<file path="src/rtl/hazard_ctrl_tn_pkg.sv">
// Shared constants, forward-select encodings and helpers for the Tuse/Tnew hazard controller.
package hazard_ctrl_tn_pkg;

    localparam int unsigned REG_AW_DEF  = 5;
    localparam int unsigned NSRC_DEF    = 2;
    localparam int unsigned TW_DEF      = 2;
    localparam int unsigned NSTG_DEF    = 3;
    localparam int unsigned MUL_CYC_DEF = 5;
    localparam int unsigned DIV_CYC_DEF = 10;
    localparam int unsigned CNT_W_DEF   = 16;
    localparam int unsigned FSEL_W      = 2;

    typedef enum logic [FSEL_W-1:0] {
        FWD_RF  = 2'd0,
        FWD_STE = 2'd1,
        FWD_STM = 2'd2,
        FWD_STW = 2'd3
    } fwd_sel_e;

    // Stage index k (0 = E) forwards with code k+1.
    function automatic fwd_sel_e fwd_code(input int unsigned stg);
        return fwd_sel_e'(FSEL_W'(stg + 1));
    endfunction

endpackage

</file>
<file path="src/rtl/hazard_ctrl_tn_if.sv">
// D-stage hazard request bundle and the stall/forward responses of the controller.
interface hazard_ctrl_tn_if #(
    parameter int unsigned REG_AW = hazard_ctrl_tn_pkg::REG_AW_DEF,
    parameter int unsigned NSRC   = hazard_ctrl_tn_pkg::NSRC_DEF,
    parameter int unsigned TW     = hazard_ctrl_tn_pkg::TW_DEF,
    parameter int unsigned CNT_W  = hazard_ctrl_tn_pkg::CNT_W_DEF
);
    logic [NSRC*REG_AW-1:0] src_addr_D;
    logic [NSRC-1:0]        src_vld_D;
    logic [NSRC*TW-1:0]     tuse_D;
    logic [REG_AW-1:0]      a3_D;
    logic [TW-1:0]          tnew_D;
    logic                   md_start_D;
    logic                   md_div_D;
    logic                   md_use_D;
    logic                   eret_D;
    logic                   mtepc_D;
    logic                   flush;
    logic                   en_pc;
    logic                   en_d;
    logic                   clr_e;
    logic [NSRC*hazard_ctrl_tn_pkg::FSEL_W-1:0] fwd_sel;
    logic                   md_busy;
    logic [CNT_W-1:0]       stall_cnt;

    modport master (
        output src_addr_D, src_vld_D, tuse_D, a3_D, tnew_D,
               md_start_D, md_div_D, md_use_D, eret_D, mtepc_D, flush,
        input  en_pc, en_d, clr_e, fwd_sel, md_busy, stall_cnt
    );

    modport slave (
        input  src_addr_D, src_vld_D, tuse_D, a3_D, tnew_D,
               md_start_D, md_div_D, md_use_D, eret_D, mtepc_D, flush,
        output en_pc, en_d, clr_e, fwd_sel, md_busy, stall_cnt
    );
endinterface

</file>
<file path="src/rtl/hz_stage_reg.sv">
// One shadow pipeline stage: destination, remaining Tnew and mult/div/EPC flags.
module hz_stage_reg
    import hazard_ctrl_tn_pkg::*;
#(
    parameter int unsigned REG_AW   = REG_AW_DEF,
    parameter int unsigned TW       = TW_DEF,
    parameter bit          DEC_TNEW = 1'b1
) (
    input  logic              clk,
    input  logic              rst_n,
    input  logic              vld_i,
    input  logic [REG_AW-1:0] a3_i,
    input  logic [TW-1:0]     tnew_i,
    input  logic              mtepc_i,
    input  logic              mds_i,
    input  logic              mdd_i,
    output logic [REG_AW-1:0] a3_o,
    output logic [TW-1:0]     tnew_o,
    output logic              mtepc_o,
    output logic              mds_o,
    output logic              mdd_o
);
    logic [REG_AW-1:0] a3_q, a3_d;
    logic [TW-1:0]     tnew_q, tnew_d;
    logic              mtepc_q, mtepc_d;
    logic              mds_q, mds_d;
    logic              mdd_q, mdd_d;

    // Invalid input loads a bubble; tnew counts down to zero as the instruction ages.
    always_comb begin
        a3_d    = '0;
        tnew_d  = '0;
        mtepc_d = 1'b0;
        mds_d   = 1'b0;
        mdd_d   = 1'b0;
        if (vld_i) begin
            a3_d    = a3_i;
            tnew_d  = (DEC_TNEW && (tnew_i != '0)) ? tnew_i - TW'(1) : tnew_i;
            mtepc_d = mtepc_i;
            mds_d   = mds_i;
            mdd_d   = mdd_i;
        end
    end

    always_ff @(posedge clk or negedge rst_n) begin
        if (!rst_n) begin
            a3_q    <= '0;
            tnew_q  <= '0;
            mtepc_q <= 1'b0;
            mds_q   <= 1'b0;
            mdd_q   <= 1'b0;
        end else begin
            a3_q    <= a3_d;
            tnew_q  <= tnew_d;
            mtepc_q <= mtepc_d;
            mds_q   <= mds_d;
            mdd_q   <= mdd_d;
        end
    end

    assign a3_o    = a3_q;
    assign tnew_o  = tnew_q;
    assign mtepc_o = mtepc_q;
    assign mds_o   = mds_q;
    assign mdd_o   = mdd_q;
endmodule

</file>
<file path="src/rtl/hazard_ctrl_tn.sv">
// Tuse/Tnew stall and forward-select controller with mult/div busy tracking and EPC interlock.
module hazard_ctrl_tn
    import hazard_ctrl_tn_pkg::*;
#(
    parameter int unsigned REG_AW  = REG_AW_DEF,
    parameter int unsigned NSRC    = NSRC_DEF,
    parameter int unsigned TW      = TW_DEF,
    parameter int unsigned NSTG    = NSTG_DEF,
    parameter int unsigned MUL_CYC = MUL_CYC_DEF,
    parameter int unsigned DIV_CYC = DIV_CYC_DEF,
    parameter int unsigned CNT_W   = CNT_W_DEF
) (
    input logic             clk,
    input logic             rst_n,
    hazard_ctrl_tn_if.slave hz_if
);
    localparam int unsigned MD_MAX = (DIV_CYC > MUL_CYC) ? DIV_CYC : MUL_CYC;
    localparam int unsigned MDW    = $clog2(MD_MAX + 1);

    logic [REG_AW-1:0] a3_q    [NSTG];
    logic [TW-1:0]     tnew_q  [NSTG];
    logic              mtepc_q [NSTG];
    logic              mds_q   [NSTG];
    logic              mdd_q   [NSTG];

    logic [MDW-1:0]    md_cnt_q, md_cnt_d;
    logic [CNT_W-1:0]  stall_cnt_q, stall_cnt_d;
    logic [NSRC-1:0]   op_stall_c;
    logic [NSRC*FSEL_W-1:0] fwd_sel_c;
    logic md_busy_c, md_stall_c, epc_near_c, epc_stall_c, stall_c;

    for (genvar k = 0; k < int'(NSTG); k++) begin : g_stg
        if (k == 0) begin : g_e
            hz_stage_reg #(.REG_AW(REG_AW), .TW(TW), .DEC_TNEW(1'b0)) u_stg (
                .clk(clk), .rst_n(rst_n), .vld_i(~stall_c & ~hz_if.flush),
                .a3_i(hz_if.a3_D), .tnew_i(hz_if.tnew_D), .mtepc_i(hz_if.mtepc_D),
                .mds_i(hz_if.md_start_D), .mdd_i(hz_if.md_div_D),
                .a3_o(a3_q[k]), .tnew_o(tnew_q[k]), .mtepc_o(mtepc_q[k]),
                .mds_o(mds_q[k]), .mdd_o(mdd_q[k])
            );
        end else begin : g_n
            hz_stage_reg #(.REG_AW(REG_AW), .TW(TW), .DEC_TNEW(1'b1)) u_stg (
                .clk(clk), .rst_n(rst_n), .vld_i(1'b1),
                .a3_i(a3_q[k-1]), .tnew_i(tnew_q[k-1]), .mtepc_i(mtepc_q[k-1]),
                .mds_i(mds_q[k-1]), .mdd_i(mdd_q[k-1]),
                .a3_o(a3_q[k]), .tnew_o(tnew_q[k]), .mtepc_o(mtepc_q[k]),
                .mds_o(mds_q[k]), .mdd_o(mdd_q[k])
            );
        end
    end

    // Walk oldest to youngest so the youngest matching stage overrides.
    always_comb begin
        op_stall_c = '0;
        fwd_sel_c  = '0;
        for (int i = 0; i < int'(NSRC); i++) begin
            for (int k = int'(NSTG) - 1; k >= 0; k--) begin
                if (hz_if.src_vld_D[i] &&
                    (hz_if.src_addr_D[i*REG_AW +: REG_AW] != '0) &&
                    (hz_if.src_addr_D[i*REG_AW +: REG_AW] == a3_q[k])) begin
                    fwd_sel_c[i*FSEL_W +: FSEL_W] = fwd_code(unsigned'(k));
                    op_stall_c[i] = (hz_if.tuse_D[i*TW +: TW] < tnew_q[k]);
                end
            end
        end
    end

    // eret must wait until an in-flight mtc0 EPC has reached W.
    always_comb begin
        epc_near_c = 1'b0;
        for (int k = 0; (k < int'(NSTG)) && (k < 2); k++) begin
            epc_near_c = epc_near_c | mtepc_q[k];
        end
    end

    // A flushed md_start never loads; a count already running is not aborted.
    always_comb begin
        md_cnt_d = md_cnt_q;
        if (mds_q[0] && !hz_if.flush) begin
            md_cnt_d = mdd_q[0] ? MDW'(DIV_CYC) : MDW'(MUL_CYC);
        end else if (md_cnt_q != '0) begin
            md_cnt_d = md_cnt_q - MDW'(1);
        end
    end

    always_comb begin
        stall_cnt_d = stall_cnt_q;
        if (stall_c && !hz_if.flush && (stall_cnt_q != '1)) begin
            stall_cnt_d = stall_cnt_q + CNT_W'(1);
        end
    end

    always_ff @(posedge clk or negedge rst_n) begin
        if (!rst_n) begin
            md_cnt_q    <= '0;
            stall_cnt_q <= '0;
        end else begin
            md_cnt_q    <= md_cnt_d;
            stall_cnt_q <= stall_cnt_d;
        end
    end

    assign md_busy_c   = mds_q[0] | (md_cnt_q != '0);
    assign md_stall_c  = hz_if.md_use_D & md_busy_c;
    assign epc_stall_c = hz_if.eret_D & epc_near_c;
    assign stall_c     = (|op_stall_c) | md_stall_c | epc_stall_c;

    assign hz_if.en_pc     = ~stall_c | hz_if.flush;
    assign hz_if.en_d      = ~stall_c | hz_if.flush;
    assign hz_if.clr_e     = stall_c | hz_if.flush;
    assign hz_if.fwd_sel   = fwd_sel_c;
    assign hz_if.md_busy   = md_busy_c;
    assign hz_if.stall_cnt = stall_cnt_q;
endmodule

</file>
<file path="src/flat_wrapper.sv">
// flat-port wrapper written by rule: the top's interface ports become plain ports
module hazard_ctrl_tn_flat import hazard_ctrl_tn_pkg::*;
#(
    parameter int unsigned REG_AW  = REG_AW_DEF,
    parameter int unsigned NSRC    = NSRC_DEF,
    parameter int unsigned TW      = TW_DEF,
    parameter int unsigned NSTG    = NSTG_DEF,
    parameter int unsigned MUL_CYC = MUL_CYC_DEF,
    parameter int unsigned DIV_CYC = DIV_CYC_DEF,
    parameter int unsigned CNT_W   = CNT_W_DEF
)
  (clk, rst_n, hz_if_src_addr_D, hz_if_src_vld_D, hz_if_tuse_D, hz_if_a3_D, hz_if_tnew_D, hz_if_md_start_D, hz_if_md_div_D, hz_if_md_use_D, hz_if_eret_D, hz_if_mtepc_D, hz_if_flush, hz_if_en_pc, hz_if_en_d, hz_if_clr_e, hz_if_fwd_sel, hz_if_md_busy, hz_if_stall_cnt);
  hazard_ctrl_tn_if #(.REG_AW(REG_AW), .NSRC(NSRC), .TW(TW), .CNT_W(CNT_W)) hz_if_i ();
  input logic clk;
  input logic rst_n;
  input wire logic [$bits(hz_if_i.src_addr_D)-1:0] hz_if_src_addr_D;
  input wire logic [$bits(hz_if_i.src_vld_D)-1:0] hz_if_src_vld_D;
  input wire logic [$bits(hz_if_i.tuse_D)-1:0] hz_if_tuse_D;
  input wire logic [$bits(hz_if_i.a3_D)-1:0] hz_if_a3_D;
  input wire logic [$bits(hz_if_i.tnew_D)-1:0] hz_if_tnew_D;
  input wire logic [$bits(hz_if_i.md_start_D)-1:0] hz_if_md_start_D;
  input wire logic [$bits(hz_if_i.md_div_D)-1:0] hz_if_md_div_D;
  input wire logic [$bits(hz_if_i.md_use_D)-1:0] hz_if_md_use_D;
  input wire logic [$bits(hz_if_i.eret_D)-1:0] hz_if_eret_D;
  input wire logic [$bits(hz_if_i.mtepc_D)-1:0] hz_if_mtepc_D;
  input wire logic [$bits(hz_if_i.flush)-1:0] hz_if_flush;
  output wire logic [$bits(hz_if_i.en_pc)-1:0] hz_if_en_pc;
  output wire logic [$bits(hz_if_i.en_d)-1:0] hz_if_en_d;
  output wire logic [$bits(hz_if_i.clr_e)-1:0] hz_if_clr_e;
  output wire logic [$bits(hz_if_i.fwd_sel)-1:0] hz_if_fwd_sel;
  output wire logic [$bits(hz_if_i.md_busy)-1:0] hz_if_md_busy;
  output wire logic [$bits(hz_if_i.stall_cnt)-1:0] hz_if_stall_cnt;
  assign hz_if_i.src_addr_D = hz_if_src_addr_D;
  assign hz_if_i.src_vld_D = hz_if_src_vld_D;
  assign hz_if_i.tuse_D = hz_if_tuse_D;
  assign hz_if_i.a3_D = hz_if_a3_D;
  assign hz_if_i.tnew_D = hz_if_tnew_D;
  assign hz_if_i.md_start_D = hz_if_md_start_D;
  assign hz_if_i.md_div_D = hz_if_md_div_D;
  assign hz_if_i.md_use_D = hz_if_md_use_D;
  assign hz_if_i.eret_D = hz_if_eret_D;
  assign hz_if_i.mtepc_D = hz_if_mtepc_D;
  assign hz_if_i.flush = hz_if_flush;
  assign hz_if_en_pc = hz_if_i.en_pc;
  assign hz_if_en_d = hz_if_i.en_d;
  assign hz_if_clr_e = hz_if_i.clr_e;
  assign hz_if_fwd_sel = hz_if_i.fwd_sel;
  assign hz_if_md_busy = hz_if_i.md_busy;
  assign hz_if_stall_cnt = hz_if_i.stall_cnt;
  hazard_ctrl_tn #(.REG_AW(REG_AW), .NSRC(NSRC), .TW(TW), .NSTG(NSTG), .MUL_CYC(MUL_CYC), .DIV_CYC(DIV_CYC), .CNT_W(CNT_W)) u_core (.clk(clk), .rst_n(rst_n), .hz_if(hz_if_i));
endmodule
</file>
<file path="config.mk">
export PLATFORM = sky130hd
export DESIGN_NAME = hazard_ctrl_tn_flat
export DESIGN_NICKNAME = d
export VERILOG_FILES = /design/src/rtl/hazard_ctrl_tn_pkg.sv /design/src/rtl/hazard_ctrl_tn_if.sv /design/src/rtl/hz_stage_reg.sv /design/src/rtl/hazard_ctrl_tn.sv /design/src/flat_wrapper.sv
export SDC_FILE = /design/constraint.sdc
export NUM_CORES = 1
export LEC_CHECK = 0
export BUFFER_PORTS_ARGS = -buffer_cell sky130_fd_sc_hd__buf_2
export CORE_UTILIZATION = 58
export DETAILED_ROUTE_END_ITERATION = 8
export GPL_TIMING_DRIVEN = 1
export HOLD_SLACK_MARGIN = 0.05
export PLACE_DENSITY = 0.84
export SETUP_SLACK_MARGIN = 0.15
export SKIP_CTS_REPAIR_TIMING = 1
export SLEW_MARGIN = 20
export SYNTH_ARGS = -nofsm -noshare
export SYNTH_HDL_FRONTEND = slang
export SYNTH_SLANG_ARGS = --single-unit
</file>
<file path="constraint.sdc">
create_clock -name clk -period 8.4 [get_ports clk]
set_clock_uncertainty 0.15 [all_clocks]
set_input_delay 2.52 -clock clk [delete_from_list [all_inputs] [get_ports clk]]
set_output_delay 2.52 -clock clk [all_outputs]
set_load 0.05 [all_outputs]
</file>
* After elaboration in Yosys (flattened, before gate mapping) *
Index checks and enable logic that the tools add are counted.

storage, ports and cells
  output and inout port bits = 24
  register bits after elaboration = 45
  bits of input ports = 31
  word-level logic and storage cells = 81

cells by class
  multiplexer cells = 22
  reduce and logical (&&, ||, !) cells = 19
  add/subtract/negate cells = 4
  magnitude comparators = 6
  bitwise gates (word level) = 11
  equality and inequality tests = 7

operators with widths
  cell                   count
  $eq 5x5->1             6
  $mux 2                 9
  $add 16x1->16 const B  1
  $ne 16x16->1 const B   1
  $lt 2x2->1             6
  $mux 4                 3
  $logic_and 1x1->1      11
  $reduce_bool 5->1      2
  $mux 1                 9
  $or 1x1->1             6
  $reduce_bool 2->1      3
  $mux 5                 1
  $reduce_bool 4->1      1
  $sub 2x1->2 const B    2
  $sub 4x1->4 const B    1
  $and 1x1->1            3
  $not 1->1              2
  $reduce_or 2->1        1
  $logic_not 1->1        1

* Depth between registers and ports, before layout *
Gate-level depths: netlist (run 1).

  depth in word-level cells = 12
  gate-level depth with buffers = 11
  depth with buffers taken out = 10

* Modules after synthesis *
From an unflattened synthesis (run 1), not the netlist that was laid out.

unflattened totals
  cell total of the unflattened synthesis = 261
  area, all modules = 2758.9 um^2

by module, submodules not included
  module                                        instances  area each (um^2)  seq. area each (um^2)  cells each
  hazard_ctrl_tn                                1          1795.5            500.5                  201
  hz_stage_reg (u_core.g_stg[1].g_n.u_stg ...)  2          325.3             250.2                  20
  hz_stage_reg (u_core.g_stg[0].g_e.u_stg)      1          312.8             250.2                  20

* Least setup slack after synthesis (run 1) *
OpenSTA, ideal clock, no wires.

  path type = input-to-output
  start = input port hz_if_src_addr_D[1]
  end = output port hz_if_en_pc
  buffers on the path = 2
  stages = 9
  slack = 1002 ps
  required time = 5730 ps
  arrival time = 4728 ps
  cells stage by stage = or4_4 > o21ai_4 > o21bai_2 > o221ai_2 > a311oi_2 > a21oi_4 > buf_6 > inv_1 > buf_4

between the ends
  longest elaborated chain between the ends = 11
  elaborated cells between the ends (all ways) = 16
  classes of those cells = eq/ne: 3; mux: 3; bitwise: 4; reduce/logical: 6

RTL lines
  item                          RTL line               RTL
  start: declaration            flat_wrapper.sv:16     input wire logic [$bits(hz_if_i.src_addr_D)-1:0] hz_if_src_addr_D;
  $reduce_bool 5->1             hazard_ctrl_tn.sv:59   (hz_if.src_addr_D[i*REG_AW +: REG_AW] != '0) &&
  $logic_and 1x1->1             hazard_ctrl_tn.sv:58   if (hz_if.src_vld_D[i] &&
  $logic_and 1x1->1             hazard_ctrl_tn.sv:59
  $mux 1 (2 in series)          hazard_ctrl_tn.sv:58
  $mux 1 (*)                    hazard_ctrl_tn.sv:58
  $reduce_or 2->1 (*)           hazard_ctrl_tn.sv:106  assign stall_c = (|op_stall_c) | md_stall_c | epc_stall_c;
  $or 1x1->1 (*) (2 in series)  hazard_ctrl_tn.sv:106
  $not 1->1 (*)                 --
  $or 1x1->1 (*)                --
  end: declaration              flat_wrapper.sv:27     output wire logic [$bits(hz_if_i.en_pc)-1:0] hz_if_en_pc;

Mark *: on every way between the ends. The rest lies on a longest branch, timed or not.

* Worst setup path after layout (run 1) *
  start = input port hz_if_src_addr_D[1]
  end = output port hz_if_clr_e

between the ends
  longest elaborated chain between the ends = 10
  elaborated cells between the ends (all ways) = 15
  classes of those cells = eq/ne: 3; mux: 3; bitwise: 3; reduce/logical: 6

RTL lines
  item                          RTL line               RTL
  $reduce_bool 5->1             hazard_ctrl_tn.sv:59
  $logic_and 1x1->1             hazard_ctrl_tn.sv:58
  $logic_and 1x1->1             hazard_ctrl_tn.sv:59
  $mux 1 (2 in series)          hazard_ctrl_tn.sv:58
  $mux 1 (*)                    hazard_ctrl_tn.sv:58
  $reduce_or 2->1 (*)           hazard_ctrl_tn.sv:106
  $or 1x1->1 (*) (2 in series)  hazard_ctrl_tn.sv:106
  $or 1x1->1 (*)                hazard_ctrl_tn.sv:110  assign hz_if.clr_e = stall_c | hz_if.flush;
  end: declaration              flat_wrapper.sv:29     output wire logic [$bits(hz_if_i.clr_e)-1:0] hz_if_clr_e;

Marked as above.

==> metrics, run 1 <==
vias per cell=5.618; DIE HEIGHT=67.72 µm; post-synthesis async set-or-reset flop share=1.000; Placer Congestion=0.8260; Area Overhead vs Synth=16.83%; Yosys reg bits=45; first drt pass iteration count=4; hpwl dp=3705 µm; Crit path largest cell delay=0.54 ns; Post-route DRC=0; ranking of synthesized cells by area=dfrtp_1 45%, xnor2_1 10%, xor2_1 4.9%; Post-synth top flop=dfrtp_1; simple-gate share of the synthesized area=0.2258; Crit Path Class=in -> out; crit path time final=7.396 ns; worst r2r src=u_core.md_cnt_q[0]; first-pass GRT wire length=7590 µm; all-layer global routing usage=0.2281; CTS buffer count=5; Starting Density=0.6130; Final Hold Viols=0; clock tree root buffer cell=clkbuf_8; CP arrival=approximately 4.7 ns; Rel. slew slack=0.6181; vias in the first global route=1729; Hold Crit Depth=0; Clock Path Buffers=2; syn_nets=277; H-Tree Depth=2; Crit path required time=5.73 ns; Avg Cell Area, Syn=about 11 µm²; final core occ=0.7162; layout cells sized above 1=0.2765; XOR/XNOR share of the synthesized area=0.1538; TritonCTS clock tree=yes; worst-skew pair later-pin latency=0.30 ns; I/O pins=55; pin count of the biggest net entering global routing=46; row cnt=23; Seq pwr share=0.421; Port Buf Inserts=54; Crit. End Element=primary output; First DRT Iteration DRCs=152; Worst path slowest cell=or4_4; Setup TNS=0 ns; Worst R2R Setup Slack=~5.2 ns; Worst VDD drop=180.7 µV; die area=between 4000 and 5000 µm²; CP startpoint kind=primary input; Max-cap violations=0; clock power share=0.251; Switch Pwr=around 250 µW; Synth Warn #=0; vias after detailed routing=roughly 1.9k; static leakage=0.001363 µW; FF-to-FF path depth=10; worst-path fanout max=11; CP dominant cell by count=buf_2; register area share after synthesis=0.4496; largest family of logic cells by synthesized area=simple AND/OR/NAND/NOR gates; compound-gate portion of the synthesized area=0.08292; sw frac=0.3658; mux contribution to synthesized area=0.01299; hold path start=u_core.g_stg[0].g_e.u_stg.mtepc_o; NumNets Final=332; status=completed; Adder-Cell Fraction of Synth Area=0.04496; initial antenna violation count=0; clk sink count=45; Chip Width=67.72 µm; Avg WL per Cell=14.30 µm; Final setup viols=0; grt total ovfl=0; post-route antenna net violation count=0; hold worst-path end=u_core.g_stg[1].g_n.u_stg.mtepc_o; final period utilization=0.8805; Distinct cells, synth=between 40 and 50; Worst Hold Class=reg -> reg; WL final=4905 µm; area share of the largest cell type after synthesis=0.4496; ant diodes=0; Logic pwr share=0.327; PwrDens=230.0 nW/µm²; r2r endpoint=u_core.hz_if.stall_cnt[1]; core area=4086 µm²; Mapped Area=2505 µm²; Least-Margin Pin Slew=0.5685 ns; Slew Limit Fails=0; Post-Synthesis Cells=237; RSZ-0062 raised after global routing=no; area leader, netlist=dfrtp_1; Int Power=426.9 µW; crit path cell chain=buf_2 -> or4_4 -> o21ai_4 -> o21bai_2 -> o221ai_2 -> a311oi_2 -> nand2_1 -> nor2_1 -> buf_4 -> inv_1 -> buf_2; EDFF count, synth=0; Worst-path clk slew=0.08 ns; FMAX=135.2 MHz
-- final cells by class --
cell class                 instances  area, µm²
clock buffer                       6      82.58
clock inverter                     2      37.54
fill                             297       1160
inverter                           9      33.78
multi-input combinational        176       1304
sequential                        45       1126
tap                               50      62.56
timing repair buffer              55      280.3
-- kinds of logic (layout without fill, tap and decap cells) --
| logic type | after synthesis | after routing |
|---|---|---|
| flip-flops | 45 | 45 |
| multiplexers | 3 | 3 |
| AND/OR/NAND/NOR | 94 | 94 |
| adder cells (fa/ha/maj) | 9 | 9 |
| buffers and inverters | 16 | 72 |
| XOR/XNOR | 44 | 44 |
| AO/OA/AOI/OAI | 26 | 26 |
-- routing by layer --
metal / GRT usage / vias up / routed length (µm)
met5: 0 / - / 0
li1: - / 919 / -
met2: 0.3515 / 72 / 2331
met4: 0.07713 / 0 / 56
met3: 0.05574 / 7 / 249
met1: 0.3126 / 929 / 2267
-- registers in the layout, indices dropped and copies added (netlist names) --
| register | flops |
|---|---|
| u_core.hz_if.stall_cnt | 16 |
| u_core.g_stg.g_n.u_stg.a3_o | 10 |
| u_core.g_stg.g_e.u_stg.a3_o | 5 |
| u_core.g_stg.g_n.u_stg.tnew_o | 4 |
| u_core.md_cnt_q | 4 |
| u_core.g_stg.g_e.u_stg.tnew_o | 2 |
| u_core.g_stg.g_e.u_stg.mdd_o | 1 |
| u_core.g_stg.g_e.u_stg.mds_o | 1 |
| u_core.g_stg.g_e.u_stg.mtepc_o | 1 |
| u_core.g_stg.g_n.u_stg.mtepc_o | 1 |
-- through the flow --
| step | cell area [µm²] | total power, µW | setup WS (ns) | hold slack, ns | std cells |
|---|---|---|---|---|---|
| final | 2927 | 673.2 | 1.004 | 0.2442 | 343 |
| after global routing | 2927 | 713.5 | 0.8619 | 0.2592 | 343 |
| after CTS | 2924 | 679.1 | 1.014 | 0.2395 | 343 |
| after detailed placement | 2804 | 508.3 | 1.032 | 0.2214 | 335 |
| after global placement | 2804 | 501.7 | 1.090 | 0.2066 | 335 |
| after floorplan | 2505 | 452.0 | 1.002 | 0.2051 | 237 |
-- Yosys cell counts (all sizes together), types with 5 or more instances --
| library cell | number |
|---|---|
| a21oi | 8 |
| and3 | 8 |
| inv | 9 |
| nand2b | 5 |
| xor2 | 14 |
| nor2 | 14 |
| and2 | 11 |
| nand3 | 19 |
| nor3 | 6 |
| dfrtp | 45 |
| ha | 9 |
| nand2 | 12 |
| xnor2 | 30 |
-- power groups by stage --
| stage | Combinational [µW] | Clock [µW] | Sequential (µW) |
|---|---|---|---|
| finish | 220 | 169 | 284 |
| global route | 242 | 182 | 289 |
| CTS | 222 | 173 | 284 |
| detailed placement | 221 | 0 | 287 |
| global placement | 216 | 0 | 286 |
| floorplan | 123 | 0 | 329 |
-- worst max path at each step --
stage / start / end / slack (ns)
2_1_floorplan: hz_if_src_addr_D[1] / hz_if_en_pc / 1.00
3_3_place_gp: hz_if_src_addr_D[1] / hz_if_clr_e / 1.09
3_5_place_dp: hz_if_src_addr_D[1] / hz_if_clr_e / 1.03
4_1_cts: hz_if_src_addr_D[1] / hz_if_clr_e / 1.01
5_1_grt: hz_if_src_addr_D[1] / hz_if_clr_e / 0.86
6_report: hz_if_src_addr_D[1] / hz_if_clr_e / 1.00
-- placed cells by master (no fill, tap or decap), types with 2 or more instances in the layout --
cell,instances
nor2b_1,3
dfrtp_1,45
nor2_1,14
a21oi_1,7
and2_1,11
nand4_1,4
nor3_1,6
xor2_1,14
nand2b_1,5
mux2_1,2
nand3_2,8
and3_1,8
or3_1,2
nand3_1,11
buf_2,53
nand2_1,12
or4b_1,2
xnor2_1,30
ha_1,9
inv_1,9
o21ai_0,3
a21o_1,3
and4_1,3
o31ai_1,2
clkbuf_8,6
a211oi_1,2
buf_4,2
-- critical path, delay by kind of cell --
family / cells / cell delay, ns
compound gates: 4 / 0.89
buf+inv: 4 / 0.53
simple gates: 3 / 0.77
Power figures use the tool's default switching activity.
==> run 2, diff against run 1 <==
Settings changed: CTS_CLUSTER_SIZE set to 24, GPL_ROUTABILITY_DRIVEN set to 0, PLACE_DENSITY 0.84 to unset, PLACE_DENSITY_LB_ADDON set to 0.05.
==> run 2 against run 1 <==
Compared with the run above: clock power down 2%; flip-flop and latch count stayed put; sequential power is essentially flat; sequential share of layout area about the same; setup slack worse by 0.0018 ns; worst hold slack lost 0.010 ns; via count is 2.2% lower; global-route usage up 1.4 points; register-to-register slack gained 0.05 ns; fmax hardly changed; die area did not move; first-iteration DRC count shrank 50%; largest cell class unchanged.
==> metrics, run 2 (same netlist as run 1, synthesis figures left out) <==
Worst VDD drop=211.8 µV; all-layer global routing usage=0.2417; CP startpoint kind=primary input; Final Hold Viols=0; status=completed; DIE HEIGHT=between 60 and 70 µm; FMAX=~140 MHz; max reg flops=16; Least-Margin Pin Slew=0.5458 ns; most frequent cells in the layout=53 x buf_2, 45 x dfrtp_1, 30 x xnor2_1; I/O pins=55; PwrDens=229.6 nW/µm²; Rel. slew slack=0.6333; hpwl dp=3712 µm; Chip Width=67.72 µm; Clock Path Buffers=2; Crit. End Element=primary output; clk sink count=45; die area=4585 µm²; first drt pass iteration count=4; Worst Hold Class=reg -> reg; core area=4086 µm²; initial antenna violation count=0; RSZ-0062 raised after global routing=no; Port Buf Inserts=54; commonest non-fill, non-tap cell in the layout=buf_2; first-pass GRT wire length=between 7000 and 8000 µm; worst-skew pair later-pin latency=0.29 ns; final period utilization=0.8807; Setup TNS=0 ns; Final setup viols=0; vias after detailed routing=between 1.5k and 2k; post-route antenna net violation count=0; Max-cap violations=0; Post-route DRC=0; Avg WL per Cell=14.52 µm; Starting Density=0.6130; Worst-path clk slew=~0.080 ns; worst-path fanout max=11; Crit path required time=5.73 ns; vias per cell=between 5 and 6; row cnt=23; Slew Limit Fails=0; Hold WS=approximately 0.23 ns; NumNets Final=between 300 and 400; clock tree root buffer cell=clkbuf_8; layout cells sized above 1=0.2730; grt total ovfl=0; Crit Path Class=in -> out; CTS buffer count=5; vias in the first global route=1730; TritonCTS clock tree=yes; H-Tree Depth=2; crit path time final=7.398 ns; CP arrival=4.73 ns; ant diodes=0; First DRT Iteration DRCs=76; static leakage=between 0.001 and 0.0015 µW; pin count of the biggest net entering global routing=46; Area Overhead vs Synth=16.68%; WL final=4982 µm
-- run 2: changes by cell type in the layout (fill, tap and decap cells not counted) --
cell	before	now
clkbuf_1	0	1
clkinvlp_4	1	0
-- run 2: routing by layer --
metal	GRT usage	up-vias	share of wire
met5	0	-	0
met4	0.09840	0	0.017
met3	0.04561	9	0.038
met2	0.3936	49	0.46
met1	0.3139	906	0.48
li1	-	920	-
-- run 2: worst paths after layout --
kind	startpoint	end	slack (ns)	depth (start not counted)
max	hz_if_src_addr_D[1]	hz_if_clr_e	1.00	11
min	u_core.g_stg[0].g_e.u_stg.mtepc_o	u_core.g_stg[1].g_n.u_stg.mtepc_o	0.23	0
max reg2reg	u_core.md_cnt_q[0]	u_core.hz_if.stall_cnt[6]	5.21	10
min reg2reg	u_core.g_stg[0].g_e.u_stg.mtepc_o	u_core.g_stg[1].g_n.u_stg.mtepc_o	0.23	0
max in group asynchronous	rst_n	u_core.hz_if.stall_cnt[9]	5.65	1
min in group asynchronous	rst_n	u_core.hz_if.stall_cnt[0]	2.06	1
-- run 2: per-stage QoR --
step / util / setup WS (ns) / total power, µW / cells / area (µm²)
after floorplan: - / 1.002 / 452.0 / 237 / 2505
after global placement: 0.6862 / 1.085 / 504.2 / 335 / 2804
after detailed placement: 0.6862 / 1.016 / 509.3 / 335 / 2804
after CTS: 0.7146 / 1.010 / 679.4 / 343 / 2920
after global routing: 0.7152 / 0.8662 / 710.4 / 343 / 2923
final: 0.7152 / 1.002 / 671.2 / 343 / 2923
-- run 2: power breakdown --
group | switching, µW | leakage, µW | internal [µW]
clock network | 68.5 | 0.0000585 | 96.9
logic | 141 | 0.000711 | 80.8
registers | 34.1 | 0.000595 | 250
total | 244 | 0.00136 | 428
-- run 2: critical path, stage by stage --
cell and delay (ns):
buf_2 0.14, or4_4 0.54, o21ai_4 0.20, o21bai_2 0.17, o221ai_2 0.13, a311oi_2 0.41
nand2_1 0.10, nor2_1 0.10, buf_4 0.16, inv_1 0.04, buf_2 0.20
-- run 2: final cells by class --
cell class	count	area, µm²
Timing Repair Buffer	55	280.3
Multi-Input combinational cell	176	1304
Clock buffer	7	86.33
Inverter	9	33.78
Sequential cell	45	1126
Fill cell	323	1164
Clock inverter	1	30.03
Tap cell	50	62.56
